**src/rtl/sar_pkg.sv**
```systemverilog
// Shared constants, state encoding and sizing helper for the SAR conversion sequencer.
package sar_pkg;

    localparam int NBITS_DEF         = 8;
    localparam int SAMPLE_CYCLES_DEF = 4;
    localparam int SETTLE_CYCLES_DEF = 1;

    localparam logic [2:0] ST_IDLE   = 3'd0;
    localparam logic [2:0] ST_SAMPLE = 3'd1;
    localparam logic [2:0] ST_SETTLE = 3'd2;
    localparam logic [2:0] ST_DECIDE = 3'd3;
    localparam logic [2:0] ST_DONE   = 3'd4;

    typedef enum logic [2:0] {
        S_IDLE   = ST_IDLE,
        S_SAMPLE = ST_SAMPLE,
        S_SETTLE = ST_SETTLE,
        S_DECIDE = ST_DECIDE,
        S_DONE   = ST_DONE
    } state_t;

    // The timer holds at most max(SAMPLE,SETTLE)-1; never narrower than one bit.
    function automatic int timer_width(input int a, input int b);
        int m;
        m = (a > b) ? a : b;
        return (m < 2) ? 1 : $clog2(m);
    endfunction

endpackage

```
**src/rtl/sar_if.sv**
```systemverilog
// Control/result bundle between the SAR sequencer and the analog front end.
interface sar_if import sar_pkg::*; #(parameter int NBITS = NBITS_DEF) ();

    // START is a one-cycle request with no ready: it is taken only when the
    // sequencer is idle; a START at any other time is dropped and flags OVR.
    logic             START;
    logic             CMP;
    logic             CLR_OVR;
    logic             SAMPLE;
    logic [NBITS-1:0] DAC;
    logic             BUSY;
    logic             EOC;
    logic [NBITS-1:0] DATA;
    logic             OVR;
    state_t           dbg_state;

    modport master (
        input  START, CMP, CLR_OVR,
        output SAMPLE, DAC, BUSY, EOC, DATA, OVR, dbg_state
    );

    modport slave (
        output START, CMP, CLR_OVR,
        input  SAMPLE, DAC, BUSY, EOC, DATA, OVR, dbg_state
    );

endinterface

```
**src/rtl/sar_timer.sv**
```systemverilog
// Loadable down-counter that saturates at zero; shared by the sample and settle phases.
module sar_timer #(
    parameter int W = 2
) (
    input  logic         clk,
    input  logic         rst,
    input  logic         load,
    input  logic [W-1:0] load_val,
    output logic         zero
);

    logic [W-1:0] count;

    always_ff @(posedge clk) begin
        if (rst) begin
            count <= '0;
        end else if (load) begin
            count <= load_val;
        end else if (count != '0) begin
            count <= count - W'(1);
        end
    end

    assign zero = (count == '0);

endmodule

```
**src/rtl/sar_sequencer.sv**
```systemverilog
// Successive-approximation controller: sample, then settle/decide once per bit MSB-first.
module sar_sequencer import sar_pkg::*; #(
    parameter int NBITS         = NBITS_DEF,
    parameter int SAMPLE_CYCLES = SAMPLE_CYCLES_DEF,
    parameter int SETTLE_CYCLES = SETTLE_CYCLES_DEF
) (
    input  logic CK,
    input  logic RST,
    sar_if.master bus
);

    localparam int KW = $clog2(NBITS);
    localparam int TW = timer_width(SAMPLE_CYCLES, SETTLE_CYCLES);

    state_t           state, state_n;
    logic [KW-1:0]    k, k_n, k_dn;
    logic [NBITS-1:0] dac, dac_n, data, data_n;
    logic             ovr, ovr_n;
    logic             sample_q, busy_q, eoc_q;
    logic             tmr_load, tmr_zero;
    logic [TW-1:0]    tmr_val;

    sar_timer #(.W(TW)) u_timer (
        .clk      (CK),
        .rst      (RST),
        .load     (tmr_load),
        .load_val (tmr_val),
        .zero     (tmr_zero)
    );

    assign k_dn = k - KW'(1);

    always_comb begin
        state_n  = state;
        k_n      = k;
        dac_n    = dac;
        data_n   = data;
        tmr_load = 1'b0;
        tmr_val  = '0;
        case (state)
            S_IDLE: begin
                dac_n = '0;
                if (bus.START) begin
                    state_n  = S_SAMPLE;
                    tmr_load = 1'b1;
                    tmr_val  = TW'(SAMPLE_CYCLES - 1);
                end
            end
            S_SAMPLE: begin
                if (tmr_zero) begin
                    state_n            = S_SETTLE;
                    dac_n              = '0;
                    dac_n[NBITS-1]     = 1'b1;
                    k_n                = KW'(NBITS - 1);
                    tmr_load           = 1'b1;
                    tmr_val            = TW'(SETTLE_CYCLES - 1);
                end
            end
            S_SETTLE: begin
                if (tmr_zero) state_n = S_DECIDE;
            end
            S_DECIDE: begin
                // Keep or drop the trial bit, then either try the next bit or finish.
                dac_n[k] = bus.CMP;
                if (k != '0) begin
                    dac_n[k_dn] = 1'b1;
                    k_n         = k_dn;
                    tmr_load    = 1'b1;
                    tmr_val     = TW'(SETTLE_CYCLES - 1);
                    state_n     = S_SETTLE;
                end else begin
                    data_n  = {dac[NBITS-1:1], bus.CMP};
                    state_n = S_DONE;
                end
            end
            S_DONE: begin
                state_n = S_IDLE;
                dac_n   = '0;
            end
            default: begin
                state_n = S_IDLE;
                dac_n   = '0;
            end
        endcase
    end

    // A set from an ignored START outranks a same-cycle clear.
    always_comb begin
        ovr_n = ovr;
        if (bus.START && (state != S_IDLE)) begin
            ovr_n = 1'b1;
        end else if (bus.CLR_OVR) begin
            ovr_n = 1'b0;
        end
    end

    always_ff @(posedge CK) begin
        if (RST) begin
            state    <= S_IDLE;
            k        <= '0;
            dac      <= '0;
            data     <= '0;
            ovr      <= 1'b0;
            sample_q <= 1'b0;
            busy_q   <= 1'b0;
            eoc_q    <= 1'b0;
        end else begin
            state    <= state_n;
            k        <= k_n;
            dac      <= dac_n;
            data     <= data_n;
            ovr      <= ovr_n;
            sample_q <= (state_n == S_SAMPLE);
            busy_q   <= (state_n != S_IDLE);
            eoc_q    <= (state_n == S_DONE);
        end
    end

    assign bus.SAMPLE    = sample_q;
    assign bus.DAC       = dac;
    assign bus.BUSY      = busy_q;
    assign bus.EOC       = eoc_q;
    assign bus.DATA      = data;
    assign bus.OVR       = ovr;
    assign bus.dbg_state = state;

endmodule

```
**src/flat_wrapper.sv**
```systemverilog
// flat-port wrapper written by rule: the top's interface ports become plain ports
module sar_sequencer_flat import sar_pkg::*;
#(
    parameter int NBITS         = NBITS_DEF,
    parameter int SAMPLE_CYCLES = SAMPLE_CYCLES_DEF,
    parameter int SETTLE_CYCLES = SETTLE_CYCLES_DEF
)
  (CK, RST, bus_START, bus_CMP, bus_CLR_OVR, bus_SAMPLE, bus_DAC, bus_BUSY, bus_EOC, bus_DATA, bus_OVR, bus_dbg_state);
  sar_if #(.NBITS(NBITS)) bus_i ();
  input  logic CK;
  input  logic RST;
  input wire logic [$bits(bus_i.START)-1:0] bus_START;
  input wire logic [$bits(bus_i.CMP)-1:0] bus_CMP;
  input wire logic [$bits(bus_i.CLR_OVR)-1:0] bus_CLR_OVR;
  output wire logic [$bits(bus_i.SAMPLE)-1:0] bus_SAMPLE;
  output wire logic [$bits(bus_i.DAC)-1:0] bus_DAC;
  output wire logic [$bits(bus_i.BUSY)-1:0] bus_BUSY;
  output wire logic [$bits(bus_i.EOC)-1:0] bus_EOC;
  output wire logic [$bits(bus_i.DATA)-1:0] bus_DATA;
  output wire logic [$bits(bus_i.OVR)-1:0] bus_OVR;
  output wire logic [$bits(bus_i.dbg_state)-1:0] bus_dbg_state;
  assign bus_i.START = bus_START;
  assign bus_i.CMP = bus_CMP;
  assign bus_i.CLR_OVR = bus_CLR_OVR;
  assign bus_SAMPLE = bus_i.SAMPLE;
  assign bus_DAC = bus_i.DAC;
  assign bus_BUSY = bus_i.BUSY;
  assign bus_EOC = bus_i.EOC;
  assign bus_DATA = bus_i.DATA;
  assign bus_OVR = bus_i.OVR;
  assign bus_dbg_state = bus_i.dbg_state;
  sar_sequencer #(.NBITS(NBITS), .SAMPLE_CYCLES(SAMPLE_CYCLES), .SETTLE_CYCLES(SETTLE_CYCLES)) u_core (.CK(CK), .RST(RST), .bus(bus_i));
endmodule
```
**config.mk**
```make
export PLATFORM = sky130hd
export DESIGN_NAME = sar_sequencer_flat
export DESIGN_NICKNAME = d
export VERILOG_FILES = /design/src/rtl/sar_pkg.sv /design/src/rtl/sar_if.sv /design/src/rtl/sar_timer.sv /design/src/rtl/sar_sequencer.sv /design/src/flat_wrapper.sv
export SDC_FILE = /design/constraint.sdc
export NUM_CORES = 1
export LEC_CHECK = 0
export CORE_MARGIN = 8
export CORE_UTILIZATION = 51
export CTS_CLUSTER_DIAMETER = 200
export DETAILED_ROUTE_END_ITERATION = 7
export PLACE_DENSITY_LB_ADDON = 0.05
export SETUP_SLACK_MARGIN = 0.02
export SLEW_MARGIN = 20
export SYNTH_ARGS = -nofsm -noshare
export SYNTH_HDL_FRONTEND = slang
export SYNTH_SLANG_ARGS = --single-unit
```
**constraint.sdc**
```tcl
create_clock -name CK -period 2.3 [get_ports CK]
set_clock_uncertainty 0.15 [all_clocks]
set_input_delay 0.46 -clock CK [delete_from_list [all_inputs] [get_ports CK]]
set_output_delay 0.46 -clock CK [all_outputs]
set_load 0.01 [all_outputs]
```
==> run summary <==
final slew viol count = 0
crit-path max FO = 11
Startpoint Class = register
hold_buf cts = 0
port bufs = 27
clock latency at the later pin of the worst-skew pair = 330 ps
Critical Path RT = 1690 ps
Iteration-0 DRC Markers = 42
pwr dens = 952 mW/mm2
final setup fails = 0
post-route clock period utilization = 0.912
CTS Root Buffer Type = clkbuf_4
Arrival @ worst endpoint = 1490 ps
I/O pin total = 28
worst-path cell chain = clkdlybuf4s50_1
Sink Count = 28
layout cell share with drive strength beyond 1 = 0.107
vias = 1,176
detail-routed via count per cell = 5.63
largest vdd supply drop = 738 uV
wire per inst = 15.1 um
max_cap viols = 0
dpl cell area = 0.00172 mm2
CP Capture Type = output port
number of synthesized register bits = 28
CTS buffer count = 3
CP top delay family = buffers and inverters
H-tree depth = 1
part of the Yosys area used for sequential elements = 0.390
Core ar. = 0.00271 mm2
Die X = 69.1 um
WS Path Type = register to output port
die area = 0.00478 mm2
GR Util All Layers = 0.134
Routability Congestion = 0.882
area grow syn2layout = 21.0%
Bufs on Longest Clock Path = 2
drt total wl = 3150 um
Post-Syn Area = 0.00144 mm2
global-route wire length before repair = 5530 um
Min-Delay Path Class = register to register
syn nets = 163
number of setup buffers added after CTS = 0
drt pass-1 iters = 4
Static Leak = 0.620 nW
Post-synth EDFFs = 0
fin crit period = 2100 ps
antenna violations before repair = 0
Chip Height = 69.1 um
post-CTS sizing = 0
FMAX = 0.477 GHz
# rows = 19
Buf+Inv Stages, Crit Path = 1
final total power = 1.66 mW
Slew Limit Headroom = 0.608
total gr overflow = 0
Synth Instances = 155
Distinct cells, synth = 42
critical path's slowest cell = clkdlybuf4s50_1
Final ANT Viol Nets = 0
setup repair after global routing missed its margin = false
Main synth FF type = dfxtp_1
DRC = 0
pin slew with the least headroom to its limit = 587 ps
crit-path max cell delay = 610 ps
final setup TNS = 0 ps
Starting Density = 0.531
final instance area = 0.00174 mm2
vias in the first global route = 1,128
synth warn = 0
Hold Vio Cnt, Final = 0
fin nets = 188
Post-Place Cells = 206
hpwl dp = 2430 um
ant diodes = 0
Non-Filler Instances = 209
ys async rst share = 0
Clk pin slew, worst setup/hold paths = 150 ps
largest net degree at the start of global routing = 19
Synth Area per Inst = 9.28 um2
status = finished, final reports clean
TritonCTS clock tree = yes
==> synthesized netlist by cell type, types with 2 or more instances <==
master	count	area (um2)
o21a_1	2	15.0
nor3_1	5	25.0
clkbuf_1	2	7.51
buf_4	3	22.5
nand3b_1	4	30.0
o21ai_0	3	15.0
a22o_1	3	26.3
nand2_1	5	18.8
a211oi_1	2	15.0
nor3b_2	2	25.0
nand2b_1	3	18.8
ha_1	3	37.5
nor2b_1	3	18.8
a31oi_1	4	25.0
o31ai_1	4	30.0
or3_1	2	12.5
mux2_1	2	22.5
buf_2	6	30.0
mux2i_1	14	140
nor2_1	21	78.8
inv_1	9	33.8
dfxtp_1	28	561
a21oi_1	6	30.0
==> final timing paths <==
check                           from                end  slack, ps  depth (start not counted)
min reg2reg        u_core.bus.DAC[3]  u_core.bus.DAC[3]        350                          2
max          u_core.bus.dbg_state[0]   bus_dbg_state[0]        200                          1
min                u_core.bus.DAC[3]  u_core.bus.DAC[3]        350                          2
max reg2reg              u_core.k[1]        u_core.k[1]        270                          6
==> cell families (layout without fill, tap and decap cells) <==
family,count (synthesis),count (layout),share of synthesized area
flip-flops,28,28,0.390
adder cells (fa/ha/maj),3,3,0.0261
multiplexers,17,17,0.121
AO/OA/AOI/OAI,32,32,0.183
AND/OR/NAND/NOR,54,54,0.210
XOR/XNOR,1,1,0.00609
buffers and inverters,20,43,0.0652
==> flip-flops by register name, summed over array words and instances (netlist names) <==
name                  cells
u_core.bus.BUSY           1
u_core.bus.DAC            8
u_core.bus.DATA           8
u_core.bus.EOC            1
u_core.bus.OVR            1
u_core.bus.SAMPLE         1
u_core.bus.dbg_state      3
u_core.k                  3
u_core.u_timer.count      2
==> worst register-to-register path: cells and delay by family (launching register included) <==
kind                     cells  cell delay [ps]
AND/OR/NAND/NOR              2              240
flip-flops                   1              530
adder cells (fa/ha/maj)      1              240
buffers and inverters        1              130
AO/OA/AOI/OAI                2              680
==> routing by layer <==
layer,track usage,vias to the layer above,share of wire,wire length [um]
met5,0,-,0,0
li1,-,592,-,-
met1,0.154,559,0.42,1330
met2,0.232,23,0.52,1640
met4,0.0478,0,0.0051,16
met3,0.0343,2,0.051,159
==> layout make-up <==
type                            count  area [um2]
Clock buffer                        3        22.5
Fill cell                         250         970
Inverter                            9        33.8
Multi-Input combinational cell    107         785
Sequential cell                    28         561
Tap cell                           31        38.8
Timing Repair Buffer               31         300
==> placed cells by master, fill, tap and decap left out, types with 2 or more instances in the layout <==
cell type / n
a211oi_1: 2
a21oi_1: 6
a22o_1: 3
a31oi_1: 4
buf_4: 4
clkbuf_4: 3
clkdlybuf4s50_1: 27
dfxtp_1: 28
ha_1: 3
inv_1: 9
mux2_1: 2
mux2i_1: 14
nand2_1: 5
nand2b_1: 3
nand3b_1: 4
nor2_1: 21
nor2b_1: 3
nor3_1: 5
nor3b_2: 2
o21a_1: 2
o21ai_0: 3
o31ai_1: 4
or3_1: 2
==> power breakdown <==
group / leakage, nW / internal, mW / switching, mW
registers: 0.228 / 0.553 / 0.0990
clock network: 0.0138 / 0.0614 / 0.137
logic: 0.378 / 0.365 / 0.441
==> through the flow <==
stage | setup WS (ps) | hold slack [ps] | utilization
after floorplan | 537 | 339 | -
after global placement | 368 | 307 | 0.634
after detailed placement | 295 | 335 | 0.634
after CTS | 193 | 356 | 0.642
after global routing | 102 | 384 | 0.642
final | 202 | 349 | 0.642
(Power assumes the default switching activity.)
==> patch 1: new RTL, config.mk and constraints unchanged <==
Make the reset (`RST` and `rst`) asynchronous in 2 clocked blocks.
--- a/src/rtl/sar_timer.sv
+++ b/src/rtl/sar_timer.sv
@@ -11,7 +11,7 @@
 
     logic [W-1:0] count;
 
-    always_ff @(posedge clk) begin
+    always_ff @(posedge clk or posedge rst) begin
         if (rst) begin
             count <= '0;
         end else if (load) begin
--- a/src/rtl/sar_sequencer.sv
+++ b/src/rtl/sar_sequencer.sv
@@ -94,7 +94,7 @@
         end
     end
 
-    always_ff @(posedge CK) begin
+    always_ff @(posedge CK or posedge RST) begin
         if (RST) begin
             state    <= S_IDLE;
             k        <= '0;
Behaviour: differs if RST is asserted again (counterexample within 4 cycles, from zero or initial values and one cycle with RST high); with RST held inactive, the same outputs for 10 cycles.
==> patch 1 against the original RTL <==
Sequential cell count is the same. Worst setup slack got worse by 0.032 ns. Cell area grew 8.4%. Area after synthesis is 10% higher. Total power increased by 61%. Count of clock-buffer cells in the layout did not move. Routed wire length is 5.9% higher.
==> patch 1: results (changes against the original RTL) <==
* Sequential Power at 0.000882 W (+35%)
* Synth cell types at 41 (-2.4%)
* Place WS at 0.319 ns (+0.0234 ns)
* Top post-synthesis cells by count: dfrtp_1 (28), o211ai_1 (10), mux2i_1 (9), o21ai_1 (9)
* RR Startpoint: u_core.k[1]$_DFFE_PP0P_
* Pleak at 0.815 nW (+31%)
* Worst R2R Path Depth at 5 (-1)
* Share of cells above drive strength 1 at 0.160 (+0.0538)
* Dpl cell area at 1860 µm² (+8.5%)
* Syn Nets at 144 (-12%)
* Pint at 0.00157 W (+60%)
* Cells taking the most area after synthesis: dfrtp_1 (44%), mux2_4 (7.6%), mux2i_1 (5.7%), o211ai_1 (4.7%), o21ai_1 (2.8%)
* Slew margin rel. at 0.679 (+0.0705)
* Sequential area share after synthesis at 0.443 (+0.0531)
* Outcome: finished, final reports clean
* RR Endpoint: u_core.bus.DATA[5]$_DFFE_PP0N_
* R2R setup slack at 0.29 ns (+0.02 ns)
* Combinational Power at 0.00158 W (+96%)
* Layout Nets at 172 (-8.5%)
* Critical Path AT at 1.52 ns (+0.03 ns)
* WL per Instance at 17.1 µm (+14%)
* Largest net degree at the start of global routing at 29 (+10)
* Design Power at 0.00266 W (+61%)
* DRT iter0 DRCs at 63 (+50%)
* First-pass GRT wire length at 5710 µm (+3.4%)
* Post-DP HPWL at 2410 µm (-0.69%)
* Fillers at 256 (+2.4%)
* Vias per cell at 5.86 (+4.1%)
* Hold slack at 0.328 ns (-0.0211 ns)
* Max IR drop VDD at 0.682 mV (-7.6%)
* Placed cells at 192 (-6.8%)
* Gr usage total at 0.139 (+0.00497)
* Most used DFF post-synth: dfrtp_1
* Worst-path maximum fanout at 7 (-4)
* Ys async rst share at 1.00 (+1.00)
-- patch 1: layout make-up --
type | instances | area share
multi-input combinational | 90 | 0.412
timing repair buffer | 33 | 0.167
inverter | 8 | 0.0159
clock buffer | 3 | 0.0119
tap | 33 | 0.0219
sequential | 28 | 0.371
-- patch 1: cells by family after synthesis --
| group | after synthesis | synth area share |
|---|---|---|
| compound gates | 37 | 0.175 |
| simple gates | 32 | 0.154 |
| flops | 28 | 0.443 |
| buf+inv | 18 | 0.0664 |
| mux | 17 | 0.133 |
| fa+ha+maj | 3 | 0.0237 |
| xor+xnor | 1 | 0.00553 |
-- patch 1: worst max-delay path by stage --
stage                                           to  cells past startpoint  slack (ns)                         startpoint
finish                            bus_dbg_state[2]                      1        0.17  u_core.bus.dbg_state[2]$_DFF_PP0_
global route                      bus_dbg_state[2]                      1        0.13  u_core.bus.dbg_state[2]$_DFF_PP0_
CTS                               bus_dbg_state[2]                      1        0.18  u_core.bus.dbg_state[2]$_DFF_PP0_
detailed placement  u_core.bus.DATA[5]$_DFFE_PP0N_                      5        0.32            u_core.k[1]$_DFFE_PP0P_
global placement    u_core.bus.DATA[2]$_DFFE_PP0N_                      5        0.41            u_core.k[1]$_DFFE_PP0P_
floorplan           u_core.bus.DATA[0]$_DFFE_PP0N_                      7        0.31            u_core.k[0]$_DFFE_PP0P_
-- patch 1: metal layers --
| layer | global-route usage | vias to the layer above | share of wire |
|---|---|---|---|
| met5 | 0 | - | 0 |
| met4 | 0.0680 | 0 | 0.016 |
| met3 | 0.0307 | 4 | 0.047 |
| met2 | 0.215 | 18 | 0.46 |
| met1 | 0.178 | 564 | 0.48 |
| li1 | - | 556 | - |
==> patch 2: new RTL, config.mk and constraints unchanged <==
Without the edit above. `NBITS_DEF`: 8 -> 32.
--- a/src/rtl/sar_pkg.sv
+++ b/src/rtl/sar_pkg.sv
@@ -1,7 +1,7 @@
 // Shared constants, state encoding and sizing helper for the SAR conversion sequencer.
 package sar_pkg;
 
-    localparam int NBITS_DEF         = 8;
+    localparam int NBITS_DEF         = 32;
     localparam int SAMPLE_CYCLES_DEF = 4;
     localparam int SETTLE_CYCLES_DEF = 1;
 
Ports: changed (resized bus_DAC and bus_DATA); port bits go from 28 to 76. No check against the original RTL was run, so the function may have changed too.
==> patch 2 against the original RTL <==
Sequential power increased by 140%. Cell area rose to 2.9 times the old value. Sequential cell count grew 50. Worst setup slack got worse by 0.12 ns. Routed wire length rose to 3.8 times the old value. Area after synthesis grew to 2.7 times the old value. Maximum frequency fell by 5.3%. Die area rose by 130%. Via count increased to 3.4 times the old value. Total power rose to 2.7 times the old value. Count of clock-buffer cells in the layout grew 6.
==> patch 2: results (changes against the original RTL) <==
* Top post-synthesis cells by count: nand2_1 (88), dfxtp_1 (78), a21oi_1 (53), o21ai_0 (34), clkbuf_1 (28)
* Layout Nets at 566 (+200%)
* Vias per cell at 6.04 (+7.3%)
* WL per Instance at 18.2 µm (+21%)
* Slew margin rel. at 0.443 (-0.165)
* Routability cong. at 0.897 (+1.7%)
* Post-DP HPWL at 8500 µm (+250%)
* Clock-pin slew on the worst setup and hold paths at 0.08 ns (-0.07 ns)
* I/O Buffers at 75 (+180%)
* Max IR drop VDD at 0.778 mV (+5.5%)
* Syn Nets at 490 (+200%)
* H-tree levels at 3 (+2)
* Largest stage delay, worst path at 0.63 ns (+0.02 ns)
* Critical Path AT at 1.61 ns (+0.12 ns)
* Clock buffer count from CTS at 9 (+6)
* Pleak at 1.66 nW (+170%)
* Sequential area share after synthesis at 0.397 (+0.00738)
* Share of cells above drive strength 1 at 0.134 (+0.0274)
* Outcome: finished, final reports clean
* DRT iter0 DRCs at 430 (+920%)
* Synth cell types at 55 (+31%)
* Dpl cell area at 4840 µm² (+180%)
* Path type of the worst min-delay path: input port to register
* Worst skew pair latency at 0.35 ns (+0.02 ns)
* Worst-path maximum fanout at 15 (+4)
## patch 2: routing by layer
layer	wire length [µm]	part of all wire	track usage	vias up
met1	5170	0.43	0.273	1864
met3	947	0.079	0.0576	37
met5	0	0	0	-
li1	-	-	-	1885
met4	351	0.029	0.114	0
met2	5570	0.46	0.342	206
## patch 2: power by group through the flow
stage | clock (W) | combinational (W) | sequential [W]
4_1_cts | 0.000908 | 0.00189 | 0.00155
6_report | 0.000892 | 0.00196 | 0.00155
3_3_place_gp | 0 | 0.00187 | 0.00158
2_1_floorplan | 0 | 0.00129 | 0.00153
3_5_place_dp | 0 | 0.00188 | 0.00158
5_1_grt | 0.000969 | 0.00212 | 0.00157
## patch 2: worst paths after layout
check / from / end / slack [ns] / cells after the start
setup / recovery: u_core.bus.dbg_state[1]$_SDFF_PP0_ / bus_dbg_state[1] / 0.08 / 1
hold reg to reg: u_core.bus.DATA[5]$_SDFFE_PP0N_ / u_core.bus.DATA[5]$_SDFFE_PP0N_ / 0.31 / 2
hold / removal: RST / u_core.bus.OVR$_SDFFE_PP0P_ / 0.19 / 2
setup reg to reg: u_core.k[1]$_SDFFE_PP0P_ / u_core.bus.DAC[5]$_SDFFE_PP0P_ / 0.08 / 5
## patch 2: cell families (layout without fill, tap and decap cells)
| group | Yosys count | in the layout | synth area share |
|---|---|---|---|
| AND/OR/NAND/NOR | 180 | 180 | 0.234 |
| multiplexers | 6 | 6 | 0.0156 |
| buffers and inverters | 52 | 132 | 0.0665 |
| flip-flops | 78 | 78 | 0.397 |
| XOR/XNOR | 1 | 1 | 0.00223 |
| adder cells (fa/ha/maj) | 6 | 6 | 0.0191 |
| AO/OA/AOI/OAI | 156 | 156 | 0.266 |
## patch 2: area by class of cell
cell class,instances,area (µm²)
clock buffers,9,124
well taps,102,128
repair buffers,110,1020
multi-input cells,349,2110
inverters,7,26.3
clock inverters,6,40.0
flip-flops and latches,78,1560
fillers,690,2600
## patch 2: timing repair
action,in CTS,in global routing
endpoints found under the setup margin,0,8
setup buffers,0,1
hold buffers,0,0
## patch 2: stage by stage
stage	setup slack, ns	instances
floorplan	0.210	479
global placement	0.175	645
detailed placement	0.136	645
CTS	0.0724	660
global route	0.0201	661
finish	0.0835	661
